**src/rtl/zcu106_reset_pkg.sv**
```systemverilog
// Shared definitions for the ZCU106 reset sequencer.
//   state_e   : sequencer states (HOLD, RELEASE, RUN, QUIESCE)
//   cause_e   : encoding of the last reset cause reported on `cause`
//   cnt_width : width of the shared down-counter for a given parameter set
package zcu106_reset_pkg;

  typedef enum logic [1:0] {
    ST_HOLD    = 2'd0,
    ST_RELEASE = 2'd1,
    ST_RUN     = 2'd2,
    ST_QUIESCE = 2'd3
  } state_e;

  typedef enum logic [1:0] {
    CAUSE_POR = 2'b00,
    CAUSE_PLL = 2'b01,
    CAUSE_BTN = 2'b10,
    CAUSE_SW  = 2'b11
  } cause_e;

  // clog2 of the largest interval, plus one bit of headroom.
  function automatic int unsigned cnt_width(input int unsigned hold_cycles,
                                            input int unsigned stagger_cycles,
                                            input int unsigned ack_timeout);
    int unsigned m;
    m = hold_cycles;
    if (stagger_cycles > m) m = stagger_cycles;
    if (ack_timeout > m) m = ack_timeout;
    return int'($clog2(m)) + 1;
  endfunction

endpackage

```
**src/rtl/zcu106_reset_timer.sv**
```systemverilog
// Shared down-counter used for the hold, stagger and acknowledge intervals.
// Ports:
//   clock      : sole clock
//   load_i     : load load_val_i this edge (wins over dec_i)
//   load_val_i : value to load
//   dec_i      : decrement this edge; saturates at zero
//   zero_o     : counter currently reads zero
// The owner asserts load_i during its reset, so no local reset is needed.
module zcu106_reset_timer
  import zcu106_reset_pkg::*;
#(
  parameter int unsigned WIDTH = 9
) (
  input  logic             clock,
  input  logic             load_i,
  input  logic [WIDTH-1:0] load_val_i,
  input  logic             dec_i,
  output logic             zero_o
);

  logic [WIDTH-1:0] count_q;
  logic [WIDTH-1:0] count_d;

  always_comb begin
    count_d = count_q;
    if (load_i) begin
      count_d = load_val_i;
    end else if (dec_i && (count_q != '0)) begin
      count_d = count_q - WIDTH'(1);
    end
  end

  always_ff @(posedge clock) begin
    count_q <= count_d;
  end

  assign zero_o = (count_q == '0);

endmodule

```
**src/rtl/zcu106_reset_seq.sv**
```systemverilog
// ZCU106 reset sequencer: holds all reset domains until the clock is locked
// and the button is idle for HOLD_CYCLES clean cycles, then releases domains
// one at a time (bit 0 first) every STAGGER_CYCLES edges. A software reset
// request in RUN first asks the system to drain (quiesce_req) and waits up
// to ACK_TIMEOUT cycles for quiesce_ack before re-entering HOLD.
// Ports:
//   clock, reset_n : clock and synchronous active-low reset
//   pll_locked     : clock-generator lock (synchronous)
//   btn_reset      : debounced push-button reset, active-high
//   sw_reset_req   : single-cycle software reset request
//   quiesce_ack    : system drained, level
//   quiesce_req    : drain request, level
//   domain_reset   : per-domain active-high resets
//   busy           : high unless in RUN
//   cause          : last reset cause (00 POR, 01 PLL, 10 BTN, 11 SW)
//   ack_timeout    : sticky, last quiesce ended by timeout
// All outputs come straight from registers.
module zcu106_reset_seq
  import zcu106_reset_pkg::*;
#(
  parameter int unsigned N_DOMAINS      = 4,
  parameter int unsigned HOLD_CYCLES    = 256,
  parameter int unsigned STAGGER_CYCLES = 16,
  parameter int unsigned ACK_TIMEOUT    = 1024
) (
  input  logic                 clock,
  input  logic                 reset_n,
  input  logic                 pll_locked,
  input  logic                 btn_reset,
  input  logic                 sw_reset_req,
  input  logic                 quiesce_ack,
  output logic                 quiesce_req,
  output logic [N_DOMAINS-1:0] domain_reset,
  output logic                 busy,
  output logic [1:0]           cause,
  output logic                 ack_timeout
);

  localparam int unsigned CW = cnt_width(HOLD_CYCLES, STAGGER_CYCLES, ACK_TIMEOUT);

  // HOLD counts from the first clean edge with HOLD_CYCLES preloaded, so
  // the release lands HOLD_CYCLES edges after it. Stagger and timeout are
  // measured from the loading edge itself, hence the minus one.
  localparam logic [CW-1:0] LD_HOLD = CW'(HOLD_CYCLES);
  localparam logic [CW-1:0] LD_STAG = CW'(STAGGER_CYCLES - 1);
  localparam logic [CW-1:0] LD_ACK  = CW'(ACK_TIMEOUT - 1);

  state_e                 state_q, state_d;
  logic   [N_DOMAINS-1:0] dom_q, dom_d;
  logic                   qreq_q, qreq_d;
  logic                   busy_q, busy_d;
  cause_e                 cause_q, cause_d;
  logic                   ato_q, ato_d;

  logic                   clean;
  logic   [N_DOMAINS-1:0] next_mask;
  logic                   tmr_load;
  logic   [CW-1:0]        tmr_val;
  logic                   tmr_dec;
  logic                   tmr_zero;

  zcu106_reset_timer #(
    .WIDTH(CW)
  ) u_timer (
    .clock      (clock),
    .load_i     (tmr_load),
    .load_val_i (tmr_val),
    .dec_i      (tmr_dec),
    .zero_o     (tmr_zero)
  );

  always_comb begin
    state_d  = state_q;
    dom_d    = dom_q;
    qreq_d   = qreq_q;
    cause_d  = cause_q;
    ato_d    = ato_q;
    tmr_load = 1'b0;
    tmr_val  = LD_HOLD;
    tmr_dec  = 1'b0;

    clean = pll_locked && !btn_reset;
    // Domains still in reset form a contiguous high block; shifting left
    // releases the lowest one. In HOLD the mask is all ones, so the same
    // shift releases bit 0, and an empty result means the last is out.
    next_mask = dom_q << 1;

    if (!clean) begin
      state_d  = ST_HOLD;
      dom_d    = '1;
      qreq_d   = 1'b0;
      cause_d  = !pll_locked ? CAUSE_PLL : CAUSE_BTN;
      tmr_load = 1'b1;
      tmr_val  = LD_HOLD;
    end else begin
      unique case (state_q)
        ST_HOLD, ST_RELEASE: begin
          if (tmr_zero) begin
            dom_d = next_mask;
            if (next_mask == '0) begin
              state_d = ST_RUN;
            end else begin
              state_d  = ST_RELEASE;
              tmr_load = 1'b1;
              tmr_val  = LD_STAG;
            end
          end else begin
            tmr_dec = 1'b1;
          end
        end
        ST_RUN: begin
          if (sw_reset_req) begin
            state_d  = ST_QUIESCE;
            qreq_d   = 1'b1;
            ato_d    = 1'b0;
            tmr_load = 1'b1;
            tmr_val  = LD_ACK;
          end
        end
        ST_QUIESCE: begin
          if (quiesce_ack || tmr_zero) begin
            state_d  = ST_HOLD;
            dom_d    = '1;
            qreq_d   = 1'b0;
            cause_d  = CAUSE_SW;
            // An acknowledge on the expiry edge still counts as drained.
            ato_d    = !quiesce_ack;
            tmr_load = 1'b1;
            tmr_val  = LD_HOLD;
          end else begin
            tmr_dec = 1'b1;
          end
        end
        default: begin
          state_d  = ST_HOLD;
          dom_d    = '1;
          qreq_d   = 1'b0;
          tmr_load = 1'b1;
          tmr_val  = LD_HOLD;
        end
      endcase
    end

    if (!reset_n) begin
      tmr_load = 1'b1;
      tmr_val  = LD_HOLD;
      tmr_dec  = 1'b0;
    end

    busy_d = (state_d != ST_RUN);
  end

  always_ff @(posedge clock) begin
    if (!reset_n) begin
      state_q <= ST_HOLD;
      dom_q   <= '1;
      qreq_q  <= 1'b0;
      busy_q  <= 1'b1;
      cause_q <= CAUSE_POR;
      ato_q   <= 1'b0;
    end else begin
      state_q <= state_d;
      dom_q   <= dom_d;
      qreq_q  <= qreq_d;
      busy_q  <= busy_d;
      cause_q <= cause_d;
      ato_q   <= ato_d;
    end
  end

  assign quiesce_req  = qreq_q;
  assign domain_reset = dom_q;
  assign busy         = busy_q;
  assign cause        = cause_q;
  assign ack_timeout  = ato_q;

endmodule

```
**config.mk**
```make
export PLATFORM = sky130hd
export DESIGN_NAME = zcu106_reset_seq
export DESIGN_NICKNAME = d
export VERILOG_FILES = /design/src/rtl/zcu106_reset_pkg.sv /design/src/rtl/zcu106_reset_timer.sv /design/src/rtl/zcu106_reset_seq.sv
export SDC_FILE = /design/constraint.sdc
export NUM_CORES = 1
export LEC_CHECK = 0
export ABC_AREA = 1
export BUFFER_PORTS_ARGS = -buffer_cell sky130_fd_sc_hd__buf_2
export CAP_MARGIN = 20
export CORE_MARGIN = 1
export CORE_UTILIZATION = 60
export CTS_CLUSTER_DIAMETER = 30
export DETAILED_ROUTE_END_ITERATION = 8
export GPL_TIMING_DRIVEN = 0
export PLACE_DENSITY_LB_ADDON = 0.3
export SKIP_CTS_REPAIR_TIMING = 1
export SLEW_MARGIN = 40
export SYNTH_ARGS = -nofsm -noshare
export SYNTH_HDL_FRONTEND = slang
export SYNTH_SLANG_ARGS = --single-unit
export TNS_END_PERCENT = 1
```
**constraint.sdc**
```tcl
create_clock -name clock -period 3.6 [get_ports clock]
set_input_delay 0.72 -clock clock [delete_from_list [all_inputs] [get_ports clock]]
set_output_delay 0.72 -clock clock [all_outputs]
set_load 0.03 [all_outputs]
```
## After elaboration in Yosys (flattened, before gate mapping)

Index checks and enable logic that the tools add are counted.

- Register bits after elaboration: 22

- Equality and inequality tests: 9
- Reduce and logical (&&, ||, !) cells: 18
- Add/sub/neg operators: 1
- Multiplexer cells: 39

Operator list:

| operator | count |
|---|---|
| 11-bit two-way mux | 4 |
| 11-bit one-hot mux with 3 select lines | 1 |
| 2-bit two-way mux | 9 |
| 9-bit two-way mux | 2 |
| 1-bit two-way mux | 14 |
| 11-bit zero test | 1 |
| 11-bit nonzero test | 1 |
| 11-bit by 1-bit subtractor with 11-bit output, second input constant | 1 |
| 10-bit two-way mux | 1 |
| 4-bit two-way mux | 2 |
| 2-bit inequality test, second input constant | 4 |
| 4-bit one-hot mux with 2 select lines | 1 |
| 1-bit one-hot mux with 2 select lines | 3 |
| 2-bit one-hot mux with 3 select lines | 1 |
| 3-bit AND reduction | 2 |
| 2-bit nonzero test | 3 |
| 2-bit == test, second input constant | 2 |
| 4-bit zero test | 1 |
| 2-bit by 1-bit inequality test with 1-bit output, second input constant | 2 |
| 2-bit AND reduction | 2 |
| 4-bit AND reduction | 1 |
| 1-bit one-hot mux with 3 select lines | 1 |
| 2-bit by 1-bit == test with 1-bit output, second input constant | 1 |
| 1-bit logical AND | 2 |
| other kinds (4) | 5 |

## Depth between registers and ports, before layout

- Depth in word-level cells: 9
- Depth in mapped cells: 12
- Depth with buffers taken out: 12

## Modules after synthesis

A second synthesis with hierarchy kept.

- Cells, all modules: 179
- Area total of the unflattened synthesis: 1,301.2 sq um

By module, submodules not included:

| module | cells each | sequential area each (sq um) | area each (sq um) | times used |
|---|---|---|---|---|
| zcu106_reset_timer | 98 | 330.3 | 732.0 | 1 |
| zcu106_reset_seq | 81 | 220.2 | 569.3 | 1 |

## Worst setup path before layout

No wires, ideal clock.

- Path kind: reg-to-reg
- Start: register u_timer.count_q[0]
- End: register u_timer.count_q[0] (enable)
- Data required time: 3,255 ps
- Path buffers: 0
- Path slack: 1,734 ps
- Period minus slack after synthesis: 1,866 ps
- Arrival: 1,521 ps
- Cell stages (with the launch flop): 11
- Path through: edfxtp_1 -> inv_1 -> ha_1 -> inv_1 -> nor2_1 -> nand2_1 -> o21bai_4 -> nand2_1 -> nand2_1 -> nand3_1 -> nand2_1

- Cells in the longest elaborated chain, start to end: 8

RTL lines:

| element | RTL line | source |
|---|---|---|
| start, declared | zcu106_reset_timer.sv:21 | `logic [WIDTH-1:0] count_q;` |
| start signal, assigned | zcu106_reset_timer.sv:34 | `count_q <= count_d;` |
| 11-bit zero test | zcu106_reset_timer.sv:37 | `assign zero_o = (count_q == '0);` |
| 1-bit logical OR | zcu106_reset_seq.sv:121 | `if (quiesce_ack \|\| tmr_zero) begin` |
| 1-bit two-way mux | zcu106_reset_seq.sv:121 |  |
| 1-bit one-hot mux with 2 select lines | zcu106_reset_seq.sv:96 | `unique case (state_q)` |
| 1-bit two-way mux | zcu106_reset_seq.sv:88 | `if (!clean) begin` |
| 1-bit two-way mux | zcu106_reset_seq.sv:144 | `if (!reset_n) begin` |
| 1-bit logical AND | zcu106_reset_timer.sv:28 | `end else if (dec_i && (count_q != '0)) begin` |
| 2-bit nonzero test (no line) (*) | - |  |

Mark *: on every way between the ends. The rest lies on a longest branch, timed or not.
A chain may end at the register's enable or synchronous reset.

## Worst setup path in the final report

Same ends and word-level chain as after synthesis.

==> results_dict.tcl <==
set metrics [dict create \
    status "complete, no violations" \
    ys_ff_latch 22 \
    synth.area.mux_share_pct 0 \
    synth_fa_ha_area_share_pct 1.87 \
    synth_compound_area_share_pct 3.93 \
    cts_root_buf "clkbuf_4" \
    grt_pass1_wl_um 4530 \
    clkTransAtPathRegs_ns 0.11 \
    grt_pass1_vias 1125 \
    final_net_count 199 \
    period_share_pct 60.3 \
    rrSetupSlack_ns 1.43 \
    drt_pass1_iterations 6 \
    numCtsBuffers 3 \
    setup_viol 0 \
    synth_top_family_by_area "simple AND/OR/NAND/NOR gates" \
    drive_above_1_share_pct 20.0 \
    cp-end-kind "flop" \
    finalPower_uw 558 \
    drt-initial-drc-count 33 \
    grt_overflow 0 \
    synth_area_mm2 0.00134 \
    relSlewSlack_pct 67.4 \
    area_delta_synth_final_pct 11.7 \
    wirelength_um 2570 \
    place.port_buffers 14 \
    hold_depth 2 \
    fin_skew_ns 0.00649 \
    min_path_type "reg -> reg" \
    grt_usage_pct 24.8 \
    ant_nets 0 \
    die-area_mm2 0.00242 \
    cts_tree "built" \
    ys_types 24 \
    die_w_um 49.2 \
    start_util_pct 66.1 \
    seq_area_um2 551 \
    htree_levels 1 \
    worst_slack_ns 1.43 \
    via_count 1191 \
    synth_warnings 0 \
    ir_worst_vdd_mv 0.405 \
    yosys.area_share.simple_pct 41.1 \
    fmax_mhz 460 \
    dpl.hpwl_um 1980 \
    synthCells 172 \
    core_area_mm2 0.00202 \
    reg2reg_depth 10 \
    arrival_ns 2.14 \
    wl_per_cell_um 11.8 \
    n_antenna_cell 0 \
    startpoint_type "flop" \
    critPathKind "reg -> reg" \
    whs_endpoint "cause[0]" \
    pre_cts_ws_ns 1.46 \
    yosysTopAreaCellShare_pct 24.7 \
    rsz0062_at_grt "false" \
    cap_violations 0 \
    tightest_slew_ns 0.489 \
    gp_congestion 0.860 \
    leakage_nw 0.765 \
    die-height_um 49.2 \
    num-fill-cells 160 \
    drc 0 \
    multi_input_area_um2 671 \
    rows 16 \
    yosys-top-cells-area "edfxtp_1 25%, dfxtp_1 16%, nand2_1 13%, nand3_1 7.1%, nand4_1 7.0%" \
    io_pins 15 \
    clk_latency_ns 0.31 \
    synth_top_cell_by_area "edfxtp_1" \
    tns_ns 0 \
    pwr_density_cell_mw_per_mm2 373 \
    synth_xor_area_share_pct 3.28 \
    clk_path_buf_depth 2 \
    cp_max_fo 11 \
    cp.required_ns 3.57 \
    slew_viol_final 0 \
    grt_max_degree 14 \
    r2r-start "u_timer.count_q[0]" \
    post_drt_via_cell_ratio 5.49 \
    antenna_found_initial 0 \
    syn_avg_cell_area_um2 7.77 \
    finalHoldViolations 0 \
    cts.sinks 22 \
    layout_min_cycle_time_ns 2.17 \
    syn_nets 180 \
    ys_seq_area_share_pct 41.2 \
    r2r_end "u_timer.count_q[0]" \
    min-delay-start "cause[0]" \
]
-- metal layers --
layer | GRT usage (%) | up-vias | routed length, µm
li1 | - | 606 | -
met1 | 27.9 | 541 | 1190
met2 | 42.9 | 37 | 1220
met3 | 5.92 | 7 | 99
met4 | 12.7 | 0 | 55
met5 | 0 | - | 0
-- stage by stage --
| stage | cell area [µm²] | instances | util, % | hold slack [ns] |
|---|---|---|---|---|
| after detailed placement | 1440 | 213 | 71.2 | 0.446 |
| after floorplan | 1340 | 172 | - | 0.571 |
| after global routing | 1490 | 217 | 73.8 | 0.501 |
| after global placement | 1440 | 213 | 71.2 | 0.436 |
| final | 1490 | 217 | 73.8 | 0.465 |
| after CTS | 1490 | 217 | 73.8 | 0.471 |
-- state kept, by name (all words and copies together), names as in the netlist --
name	flops
quiesce_req	1
ack_timeout	1
u_timer.count_q	11
domain_reset	4
cause	2
state_q	2
busy	1
-- worst max path at each step --
stage                       startpoint                 end  slack, ns  cells past startpoint
global route        u_timer.count_q[0]  u_timer.count_q[0]       1.22                     10
floorplan           u_timer.count_q[0]  u_timer.count_q[0]       1.73                     10
finish              u_timer.count_q[0]  u_timer.count_q[0]       1.43                     10
detailed placement  u_timer.count_q[0]  u_timer.count_q[1]       1.46                     10
CTS                 u_timer.count_q[0]  u_timer.count_q[1]       1.43                     10
global placement           quiesce_ack  u_timer.count_q[2]       1.52                      6
-- critical path, stage by stage, from the launching register on --
cell	delay, ns
edfxtp_1	0.42
inv_1	0.12
ha_1	0.15
inv_1	0.04
nor2_1	0.09
nand2_1	0.11
o21bai_4	0.26
nand2_1	0.10
nand2_1	0.07
nand3_1	0.10
nand2_1	0.38
-- cells in the final DEF, fill, tap and decap left out --
| cell type | synthesis | routed |
|---|---|---|
| xor2_1 | 3 | 3 |
| inv_1 | 21 | 21 |
| nor2_4 | 4 | 4 |
| ha_1 | 2 | 2 |
| xnor2_1 | 2 | 2 |
| nand3_1 | 19 | 19 |
| buf_2 | 1 | 15 |
| o21bai_4 | 1 | 1 |
| nand2_2 | 3 | 3 |
| nor2_1 | 13 | 13 |
| clkbuf_1 | 1 | 1 |
| edfxtp_1 | 11 | 11 |
| nand2_1 | 47 | 47 |
| dfxtp_1 | 11 | 11 |
| nand4_1 | 15 | 15 |
| buf_6 | 2 | 2 |
| nor3_1 | 2 | 2 |
| o21ai_0 | 3 | 3 |
| a21oi_1 | 2 | 2 |
| clkbuf_2 | 1 | 1 |
| nand2_4 | 2 | 2 |
| or2_2 | 3 | 3 |
| a21oi_2 | 1 | 1 |
| clkbuf_4 | 0 | 3 |
| bufinv_16 | 0 | 1 |
| nand3_2 | 2 | 2 |
-- cell families (layout without fill, tap and decap cells) --
family                   after synthesis  after routing
flip-flops                            22             22
XOR/XNOR                               5              5
buffers and inverters                 26             44
AND/OR/NAND/NOR                      110            110
adder cells (fa/ha/maj)                2              2
AO/OA/AOI/OAI                          7              7
-- synthesized netlist by cell type, drive strengths merged --
library cell	instances
o21bai	1
dfxtp	11
nor3	2
nand2	52
o21ai	3
nor2	17
or2	3
clkbuf	2
edfxtp	11
xor2	3
nand3	21
xnor2	2
nand4	15
buf	3
inv	21
a21oi	3
ha	2
-- final cells by class --
| type | count | share of cell area [%] |
|---|---|---|
| tap | 27 | 2.26 |
| buffer | 5 | 2.43 |
| sequential | 22 | 36.9 |
| clock inverter | 1 | 2.01 |
| multi-input combinational | 124 | 44.9 |
| inverter | 21 | 5.28 |
| clock buffer | 3 | 1.51 |
| timing repair buffer | 14 | 4.69 |
-- power breakdown --
group | switching, mW | internal (mW)
clock network | 0.0736 | 0.113
registers | 0.00674 | 0.270
logic | 0.0599 | 0.0347
Note: power is estimated with default switching activity, not from simulation.
